--- config.mk ---
export PLATFORM = sky130hd
export DESIGN_NAME = seq_alu
export DESIGN_NICKNAME = d
export VERILOG_FILES = /design/src/rtl/seq_alu.sv
export SDC_FILE = /design/constraint.sdc
export NUM_CORES = 2
export LEC_CHECK = 0
export CORE_UTILIZATION = 35
export DETAILED_ROUTE_END_ITERATION = 8
export SYNTH_ARGS = -nofsm -noshare
export SYNTH_HDL_FRONTEND = slang
export SYNTH_SLANG_ARGS = --single-unit
--- constraint.sdc ---
create_clock -name clock -period 8.5 [get_ports clock]
set_clock_uncertainty 0.2 [all_clocks]
set_input_delay 1.7 -clock clock [delete_from_list [all_inputs] [get_ports clock]]
set_output_delay 1.7 -clock clock [all_outputs]
set_load 0.02 [all_outputs]
--- src/rtl/seq_alu.sv ---
// rtl/seq_alu.sv - multi-cycle parametrised ALU with start/busy/done handshake
//
// Purpose: single-cycle logic/shift/add ops, iterative radix-4 Booth multiply
// (one bit-pair per cycle) and iterative signed non-restoring divide (one bit
// per cycle). Results and flags are registered on entry to DONE and held until
// the next DONE or clear.
//
// Optional feature: define SEQ_ALU_EARLY_TERM_EN to let MUL finish as soon as
// every remaining Booth digit is zero (same product, shorter latency).
//
// Ports:
//   clock        rising-edge clock
//   clear        synchronous active-high reset; aborts any op in flight
//   start        launch op; sampled only while busy=0
//   opcode[4:0]  operation select
//   A, B         operands, latched on the accepting edge
//   busy         op in progress (MUL/DIV/DFIX/DONE)
//   done         one-cycle pulse, results valid from this cycle
//   Chigh, Clow  result: MUL product hi/lo, DIV remainder/quotient
//   ovf          signed overflow (ADD/SUB/NEG/INCPC, DIV most-negative/-1)
//   div_by_zero  DIV with B==0
//   illegal_op   unlisted opcode

module seq_alu #(
    parameter int WIDTH = 32
) (
    input  logic             clock,
    input  logic             clear,
    input  logic             start,
    input  logic [4:0]       opcode,
    input  logic [WIDTH-1:0] A,
    input  logic [WIDTH-1:0] B,
    output logic             busy,
    output logic             done,
    output logic [WIDTH-1:0] Chigh,
    output logic [WIDTH-1:0] Clow,
    output logic             ovf,
    output logic             div_by_zero,
    output logic             illegal_op
);

    localparam int SHW = $clog2(WIDTH);

    localparam logic [4:0] OP_ADD   = 5'b00011;
    localparam logic [4:0] OP_SUB   = 5'b00100;
    localparam logic [4:0] OP_SHR   = 5'b00101;
    localparam logic [4:0] OP_SHRA  = 5'b00110;
    localparam logic [4:0] OP_SHL   = 5'b00111;
    localparam logic [4:0] OP_ROR   = 5'b01000;
    localparam logic [4:0] OP_ROL   = 5'b01001;
    localparam logic [4:0] OP_AND   = 5'b01010;
    localparam logic [4:0] OP_OR    = 5'b01011;
    localparam logic [4:0] OP_MUL   = 5'b01111;
    localparam logic [4:0] OP_DIV   = 5'b10000;
    localparam logic [4:0] OP_NEG   = 5'b10001;
    localparam logic [4:0] OP_NOT   = 5'b10010;
    localparam logic [4:0] OP_INCPC = 5'b11000;

    localparam logic [WIDTH-1:0] W_VAL   = WIDTH'(WIDTH);
    localparam logic [WIDTH-1:0] MIN_VAL = {1'b1, {(WIDTH-1){1'b0}}};
    localparam logic [SHW-1:0]   MUL_LAST = SHW'(WIDTH/2 - 1);
    localparam logic [SHW-1:0]   DIV_LAST = SHW'(WIDTH - 1);

    typedef enum logic [2:0] {
        S_IDLE,
        S_MUL,
        S_DIV,
        S_DFIX,
        S_DONE
    } state_t;

    state_t state, next_state;

    // iteration state
    logic [SHW-1:0]     cnt;
    logic [2*WIDTH-1:0] mcand;     // sign-extended A, shifted left 2 per step
    logic [2*WIDTH-1:0] acc;       // product accumulator
    logic [WIDTH:0]     mq;        // {B, 0}, arithmetic-shifted right 2 per step
    logic [WIDTH:0]     rem;       // signed partial remainder
    logic [WIDTH-1:0]   quo;       // dividend magnitude shifts out, quotient in
    logic [WIDTH-1:0]   dvs;       // divisor magnitude
    logic               a_neg;
    logic               q_neg;
    logic               div_ovf;

    logic start_mul, start_div;
    assign start_mul = start && (opcode == OP_MUL);
    assign start_div = start && (opcode == OP_DIV) && (B != '0);

    // ---------------- single-cycle datapath ----------------
    logic [WIDTH-1:0] sum_ab, diff_ab, neg_b, inc_b, rot_amt;
    logic [WIDTH-1:0] sc_hi, sc_lo;
    logic             sc_ovf, sc_dbz, sc_ill;

    assign sum_ab  = A + B;
    assign diff_ab = A - B;
    assign neg_b   = -B;
    assign inc_b   = B + 1'b1;
    assign rot_amt = B % W_VAL;

    always_comb begin
        sc_hi  = '0;
        sc_lo  = '0;
        sc_ovf = 1'b0;
        sc_dbz = 1'b0;
        sc_ill = 1'b0;
        case (opcode)
            OP_ADD: begin
                sc_lo  = sum_ab;
                sc_ovf = (A[WIDTH-1] == B[WIDTH-1]) && (sum_ab[WIDTH-1] != A[WIDTH-1]);
            end
            OP_SUB: begin
                sc_lo  = diff_ab;
                sc_ovf = (A[WIDTH-1] != B[WIDTH-1]) && (diff_ab[WIDTH-1] != A[WIDTH-1]);
            end
            // shifting by the full B value already yields 0 / sign fill for B>=WIDTH
            OP_SHR:  sc_lo = A >> B;
            OP_SHRA: sc_lo = $signed(A) >>> B;
            OP_SHL:  sc_lo = A << B;
            // rot_amt==0 makes the opposite shift WIDTH wide, which contributes 0
            OP_ROR:  sc_lo = (A >> rot_amt) | (A << (W_VAL - rot_amt));
            OP_ROL:  sc_lo = (A << rot_amt) | (A >> (W_VAL - rot_amt));
            OP_AND:  sc_lo = A & B;
            OP_OR:   sc_lo = A | B;
            OP_NEG: begin
                sc_lo  = neg_b;
                sc_ovf = (B == MIN_VAL);
            end
            OP_NOT:  sc_lo = ~B;
            OP_INCPC: begin
                sc_lo  = inc_b;
                sc_ovf = (B == ~MIN_VAL);
            end
            OP_MUL: ;
            // only reaches DONE directly when B==0
            OP_DIV: begin
                sc_hi  = A;
                sc_lo  = '1;
                sc_dbz = 1'b1;
            end
            default: sc_ill = 1'b1;
        endcase
    end

    // ---------------- Booth step ----------------
    logic [2*WIDTH-1:0] addend, acc_nxt;
    logic [WIDTH:0]     mq_nxt;
    logic               mul_finish;

    always_comb begin
        addend = '0;
        case (mq[2:0])
            3'b001, 3'b010: addend = mcand;
            3'b011:         addend = mcand << 1;
            3'b100:         addend = -(mcand << 1);
            3'b101, 3'b110: addend = -mcand;
            default:        addend = '0;
        endcase
    end

    assign acc_nxt = acc + addend;
    assign mq_nxt  = {{2{mq[WIDTH]}}, mq[WIDTH:2]};

`ifdef SEQ_ALU_EARLY_TERM_EN
    // all remaining multiplier bits equal the last examined bit -> all digits 0
    assign mul_finish = (cnt == MUL_LAST) || (mq_nxt == '0) || (&mq_nxt);
`else
    assign mul_finish = (cnt == MUL_LAST);
`endif

    // ---------------- non-restoring divide step ----------------
    logic [WIDTH:0]   div_shift, rem_nxt;
    logic [WIDTH-1:0] quo_nxt, rem_lo, q_out, r_out;
    logic [WIDTH-1:0] a_mag, b_mag;

    // rem stays in [-dvs, dvs), so 2*rem+bit fits in WIDTH+1 signed bits
    assign div_shift = {rem[WIDTH-1:0], quo[WIDTH-1]};
    assign rem_nxt   = rem[WIDTH] ? (div_shift + {1'b0, dvs}) : (div_shift - {1'b0, dvs});
    assign quo_nxt   = {quo[WIDTH-2:0], ~rem_nxt[WIDTH]};

    assign rem_lo = rem[WIDTH] ? (rem[WIDTH-1:0] + dvs) : rem[WIDTH-1:0];
    assign q_out  = q_neg ? -quo : quo;
    assign r_out  = a_neg ? -rem_lo : rem_lo;

    // most-negative magnitude is 2^(WIDTH-1), still exact as unsigned
    assign a_mag = A[WIDTH-1] ? -A : A;
    assign b_mag = B[WIDTH-1] ? -B : B;

    // ---------------- FSM ----------------
    always_ff @(posedge clock) begin
        if (clear) state <= S_IDLE;
        else       state <= next_state;
    end

    always_comb begin
        next_state = state;
        case (state)
            S_IDLE: begin
                if (start_mul)      next_state = S_MUL;
                else if (start_div) next_state = S_DIV;
                else if (start)     next_state = S_DONE;
            end
            S_MUL:  if (mul_finish)      next_state = S_DONE;
            S_DIV:  if (cnt == DIV_LAST) next_state = S_DFIX;
            S_DFIX: next_state = S_DONE;
            S_DONE: next_state = S_IDLE;
            default: next_state = S_IDLE;
        endcase
    end

    assign busy = (state != S_IDLE);
    assign done = (state == S_DONE);

    // ---------------- datapath / result registers ----------------
    always_ff @(posedge clock) begin
        if (clear) begin
            cnt         <= '0;
            mcand       <= '0;
            acc         <= '0;
            mq          <= '0;
            rem         <= '0;
            quo         <= '0;
            dvs         <= '0;
            a_neg       <= 1'b0;
            q_neg       <= 1'b0;
            div_ovf     <= 1'b0;
            Chigh       <= '0;
            Clow        <= '0;
            ovf         <= 1'b0;
            div_by_zero <= 1'b0;
            illegal_op  <= 1'b0;
        end else begin
            case (state)
                S_IDLE: begin
                    if (start) begin
                        cnt     <= '0;
                        mcand   <= {{WIDTH{A[WIDTH-1]}}, A};
                        acc     <= '0;
                        mq      <= {B, 1'b0};
                        rem     <= '0;
                        quo     <= a_mag;
                        dvs     <= b_mag;
                        a_neg   <= A[WIDTH-1];
                        q_neg   <= A[WIDTH-1] ^ B[WIDTH-1];
                        div_ovf <= (A == MIN_VAL) && (B == '1);
                        if (!start_mul && !start_div) begin
                            Chigh       <= sc_hi;
                            Clow        <= sc_lo;
                            ovf         <= sc_ovf;
                            div_by_zero <= sc_dbz;
                            illegal_op  <= sc_ill;
                        end
                    end
                end
                S_MUL: begin
                    acc   <= acc_nxt;
                    mcand <= mcand << 2;
                    mq    <= mq_nxt;
                    cnt   <= cnt + 1'b1;
                    if (mul_finish) begin
                        Chigh       <= acc_nxt[2*WIDTH-1:WIDTH];
                        Clow        <= acc_nxt[WIDTH-1:0];
                        ovf         <= 1'b0;
                        div_by_zero <= 1'b0;
                        illegal_op  <= 1'b0;
                    end
                end
                S_DIV: begin
                    rem <= rem_nxt;
                    quo <= quo_nxt;
                    cnt <= cnt + 1'b1;
                end
                S_DFIX: begin
                    Chigh       <= r_out;
                    Clow        <= q_out;
                    ovf         <= div_ovf;
                    div_by_zero <= 1'b0;
                    illegal_op  <= 1'b0;
                end
                default: ;
            endcase
        end
    end

endmodule
; ---- Word level (Yosys, flattened, before mapping)
; Cells that the tools add are included.
; W data, S select, Z words.
[totals]
regBits = 336
out_inout_bits = 69
elab_cells = 161
[classes]
add_sub_neg = 15
eq_ne = 39
shift = 7
muxes = 48
n_bitwise = 8
reduce_logical = 27
[ops]
columns = cell, count
row1 = $mux W32, 13
row2 = $pmux W32 S13, 1
row3 = $pmux W64 S2, 2
row4 = $pmux W64 S4, 1
row5 = $pmux W32 S3, 2
row6 = $pmux W33 S2, 2
row7 = $mux W64, 2
row8 = $neg A32 Y32, 4
row9 = $neg A64 Y64, 2
row10 = $mux W33, 3
row11 = $eq A32 B32 Y1 const B, 3
row12 = $or A32 B32 Y32, 3
row13 = $add A32 B32 Y32, 2
row14 = $add A64 B64 Y64, 1
row15 = $pmux W32 S2, 1
row16 = $shl A32 B32 Y32, 2
row17 = $shr A32 B32 Y32, 2
row18 = $add A33 B32 Y33, 1
row19 = $sub A33 B32 Y33, 1
row20 = $add A32 B1 Y32 const B, 1
row21 = $and A32 B32 Y32, 1
row22 = $eq A32 B31 Y1 const B, 1
row23 = $not A32 Y32, 1
row24 = $reduce_bool A32 Y1, 1
row25 = 36 further kinds, 91

; ---- Longest topological paths before layout
[depth]
word_depth = 8
depth_mapped = 26
mapped_depth_nobuf = 25

; ---- Least setup slack after synthesis
; Ideal clock, no wire load.
[synth_timing]
path_kind = input to register
start = input port B[1]
end = register Clow[7]
setup_time_ns = 0.132
arrival_ns = 6.504
required_ns = 8.168
slack_ns = 1.665
cell_stages = 20
n_path_buf = 9
cell_sequence = clkbuf_1 > buf_1 > buf_2 > inv_2 > buf_1 > buf_1 > ha_1 > clkbuf_1 > clkbuf_1 > buf_2 > buf_1 > mux4_2 > mux2i_1 > nor3_1 > nor4_1 > o221ai_1 > a2111oi_0 > o21ai_0 > a21oi_1 > nor3_1
[synth_via]
elab_chain_cells = 7
[synth_lines]
columns = item, line
row1 = "start, declared", 32  ; input logic [WIDTH-1:0] B,
row2 = $sub A6 B5 Y7, "121, 122"
row3 = $shr A32 B32 Y32 or $shl A32 B32 Y32 (tied branches), "122, 121"
row4 = "$or A32 B32 Y32, on equally long branches", "122, 121"
row5 = $pmux W32 S13, 107  ; case (opcode)
row6 = $mux W32, 246  ; if (!start_mul && !start_div) begin
row7 = $mux W32, 235  ; if (start) begin
row8 = $pmux W32 S3, 233  ; case (state)
row9 = "end signal, assigned", 248  ; Clow <= sc_lo;
row10 = "end signal, assigned", 262  ; Clow <= acc_nxt[WIDTH-1:0];
row11 = "end signal, assigned", 275  ; Clow <= q_out;
row12 = "end, declared", 36  ; output logic [WIDTH-1:0] Clow,
; Parallel ways exist; a longest one is shown, timed or not. The select of a mux whose other input is x is not followed.
; A chain may end at the register's enable or synchronous reset.

; ---- Worst setup path in the final report
[layout_timing]
start = input port A[5]
end = register Clow[22]
[layout_via]
elab_chain_cells = 6
[layout_lines]
columns = item, line
row1 = "start, declared", 31  ; input logic [WIDTH-1:0] A,
row2 = branches (longest 2 deep; another with $sub A32 B32 Y32), --
row3 = $pmux W32 S13 *, 107
row4 = $mux W32 *, 246
row5 = $mux W32 *, 235
row6 = $pmux W32 S3 *, 233
; Every way passes the cells marked *. The select of a mux whose other input is x is not followed.

==> metrics.cfg <==
[sta]
rsz0062_at_grt=false
worst_pin_slew_ps=1430
slew_violations=0
max_clock_freq_ghz=0.137
fin_tns_setup_ps=0
setup_violations=0
max-slew-margin-rel=0.0419
period_share=0.859
finalHoldViolCount=0
period_needed_ps=7300

[floorplan]
fp-row-count=127
die_w_um=351
die_h_um=351
core_area_um2=120000
dieArea_um2=124000
ios=141
start_util=0.355

[cts]
cts_buffers=50
clockRootBuffer=clkbuf_16
clkTransAtPathRegs_ps=70
cts_max_level=2
cts.sinks=336
post-cts-setup-buffers=0
cts_buffer_depth=3
clk_latency_ps=700
cts_tree=built
cts_resized=0
holdBufCountCts=0

[cells_and_area]
nFillCells=12828
drive_gt1_frac=0.0810
fin_util=0.393
area_growth_pct=10.7
fin_nets=6281
final_cells=7637

[pwr]
p_leak_uw=0.0178
power.density_nw_per_um2=140
ir_drop_v=0.000183

[synthesis]
ys_types=103
syn-num-nets=6475
syn-cell-area_um2=42700
async_flop_share=0
ys.flop_type=dfxtp_1
synth_edf_count=0
avgSynthCellArea_um2=6.93
netlist_instances=6164
yosysSeqAreaShare=0.157
yosysWarnings=0
ys_ff_latch=336

[run]
maxCapViolCount=0

[global_routing]
grt_antenna_before_repair=31
grt_max_degree=118
grt_pass1_vias=46835
grt_overflow_total=0
grtUsageTotal=0.402
grt_pass1_wl_mm=358

[min_path]
hold_path.class=flip-flop to flip-flop

[outcome]
status=completed

[routing]
routedWlPerCell_um=33.7
routed_via_density=6.75
drc=0
drt-total-wl_mm=257
drt_iter0_drc=7422
vias=51554
drtAntennaViolNets=0
dr.pass1.iters=7

[placement]
placedCellCount=7530
io_buffers=140
place_hpwl_mm=193
gp_congestion=1.09

[critical_path]
cp-start-kind=primary input
required_ps=8820
critical_path_class=primary input to flip-flop
endpoint_kind=flip-flop
cp.arrival_ps=7620
cp_max_fo=21

worst max-delay path, stage by stage:
cell and delay (ps):
clkdlybuf4s50_1 460, buf_4 370, inv_1 340, ha_1 530, inv_1 170, a21oi_1 100
a21oi_1 420, a311oi_1 170, buf_4 200, o311ai_0 1010, a221oi_1 520, a221oi_1 410
a21oi_1 100, o41ai_1 900, a311oi_1 200
registers in the layout, summed over array words and instances, names as in the netlist, 3 cells and up:
signal,cells
acc,64
mcand,64
mq,33
rem,33
Chigh,32
Clow,32
dvs,32
quo,32
cnt,5
state,3
kinds of logic after synthesis:
kind of cell / synth area share
DFF: 0.157
buffers and inverters: 0.0663
muxes: 0.0866
AOI/OAI and AO/OA: 0.312
adders and majority gates: 0.0708
and+or+nand+nor: 0.234
xor gates and xnor gates: 0.0731
path summary, 6_finish.rpt:
check / from / endpoint / slack (ps) / cells past startpoint
max reg2reg: mcand[5]$_SDFFE_PP0P_ / Chigh[31]$_SDFFE_PP0P_ / 1330 / 21
max: A[5] / Clow[22]$_SDFFE_PP0P_ / 1200 / 15
min: mq[32]$_SDFFE_PP0P_ / mq[32]$_SDFFE_PP0P_ / 260 / 2
min reg2reg: mq[32]$_SDFFE_PP0P_ / mq[32]$_SDFFE_PP0P_ / 260 / 2
through the flow:
stage	hold slack, ps	worst slack (ps)	area [um^2]	total power [uW]
3_5_place_dp	251	1000	45500	4260
6_report	258	1200	47300	6620
3_3_place_gp	243	1070	45500	4260
4_1_cts	261	1400	47300	6540
2_1_floorplan	229	1660	42700	3290
5_1_grt	274	810	47300	6810
synth_stat cells, drive strengths merged (73+ instances only):
cell / n / area, um^2
a22oi: 79 / 593
ha: 234 / 2930
nor2: 714 / 2680
mux2i: 154 / 1540
nand2: 750 / 2820
xnor2: 222 / 1940
a31oi: 90 / 563
mux4: 81 / 1820
buf: 101 / 448
a21oi: 567 / 2840
nor3: 151 / 766
inv: 158 / 593
a21o: 76 / 571
a311oi: 85 / 744
dfxtp: 336 / 6730
clkbuf: 469 / 1760
or3: 73 / 467
a221oi: 113 / 1000
nand3: 153 / 766
a211oi: 121 / 913
xor2: 134 / 1180
o21ai: 372 / 1860
layer usage:
metal	share of wire	track usage
met4	0.081	0.275
met3	0.11	0.106
met1	0.39	0.508
met5	0.00066	0
met2	0.42	0.594
power by group:
| group | leakage, uW | internal (uW) | switching, uW | total (uW) |
|---|---|---|---|---|
| clock network | 0.000851 | 1310 | 958 | 2270 |
| registers | 0.00275 | 1660 | 152 | 1810 |
| logic | 0.0142 | 814 | 1730 | 2540 |
| total | 0.0178 | 3790 | 2840 | 6620 |
cell usage in the layout, fill, tap and decap left out, types with 79 or more instances in the layout:
cell type / n
buf_4: 182
a311oi_1: 84
a22oi_1: 79
nor2_1: 707
a221oi_1: 111
mux4_2: 81
xnor2_1: 221
a31oi_1: 90
a211oi_1: 119
nand3_1: 153
inv_1: 156
ha_1: 233
clkdlybuf4s50_1: 132
nand2_1: 748
xor2_1: 132
a21oi_1: 566
mux2i_1: 154
o21ai_0: 358
dfxtp_1: 332
nor3_1: 146
cell type report:
class,count,area (um^2),area share
timing repair buffer,324,2810,0.0594
multi-input combinational,5092,33300,0.704
inverter,166,624,0.0132
clock buffer,65,1420,0.0299
antenna,16,40.0,0.000846
clock inverter,26,343,0.00724
sequential,336,6730,0.142
tap,1612,2020,0.0426
No activity file was read; power rests on OpenSTA's default activity.
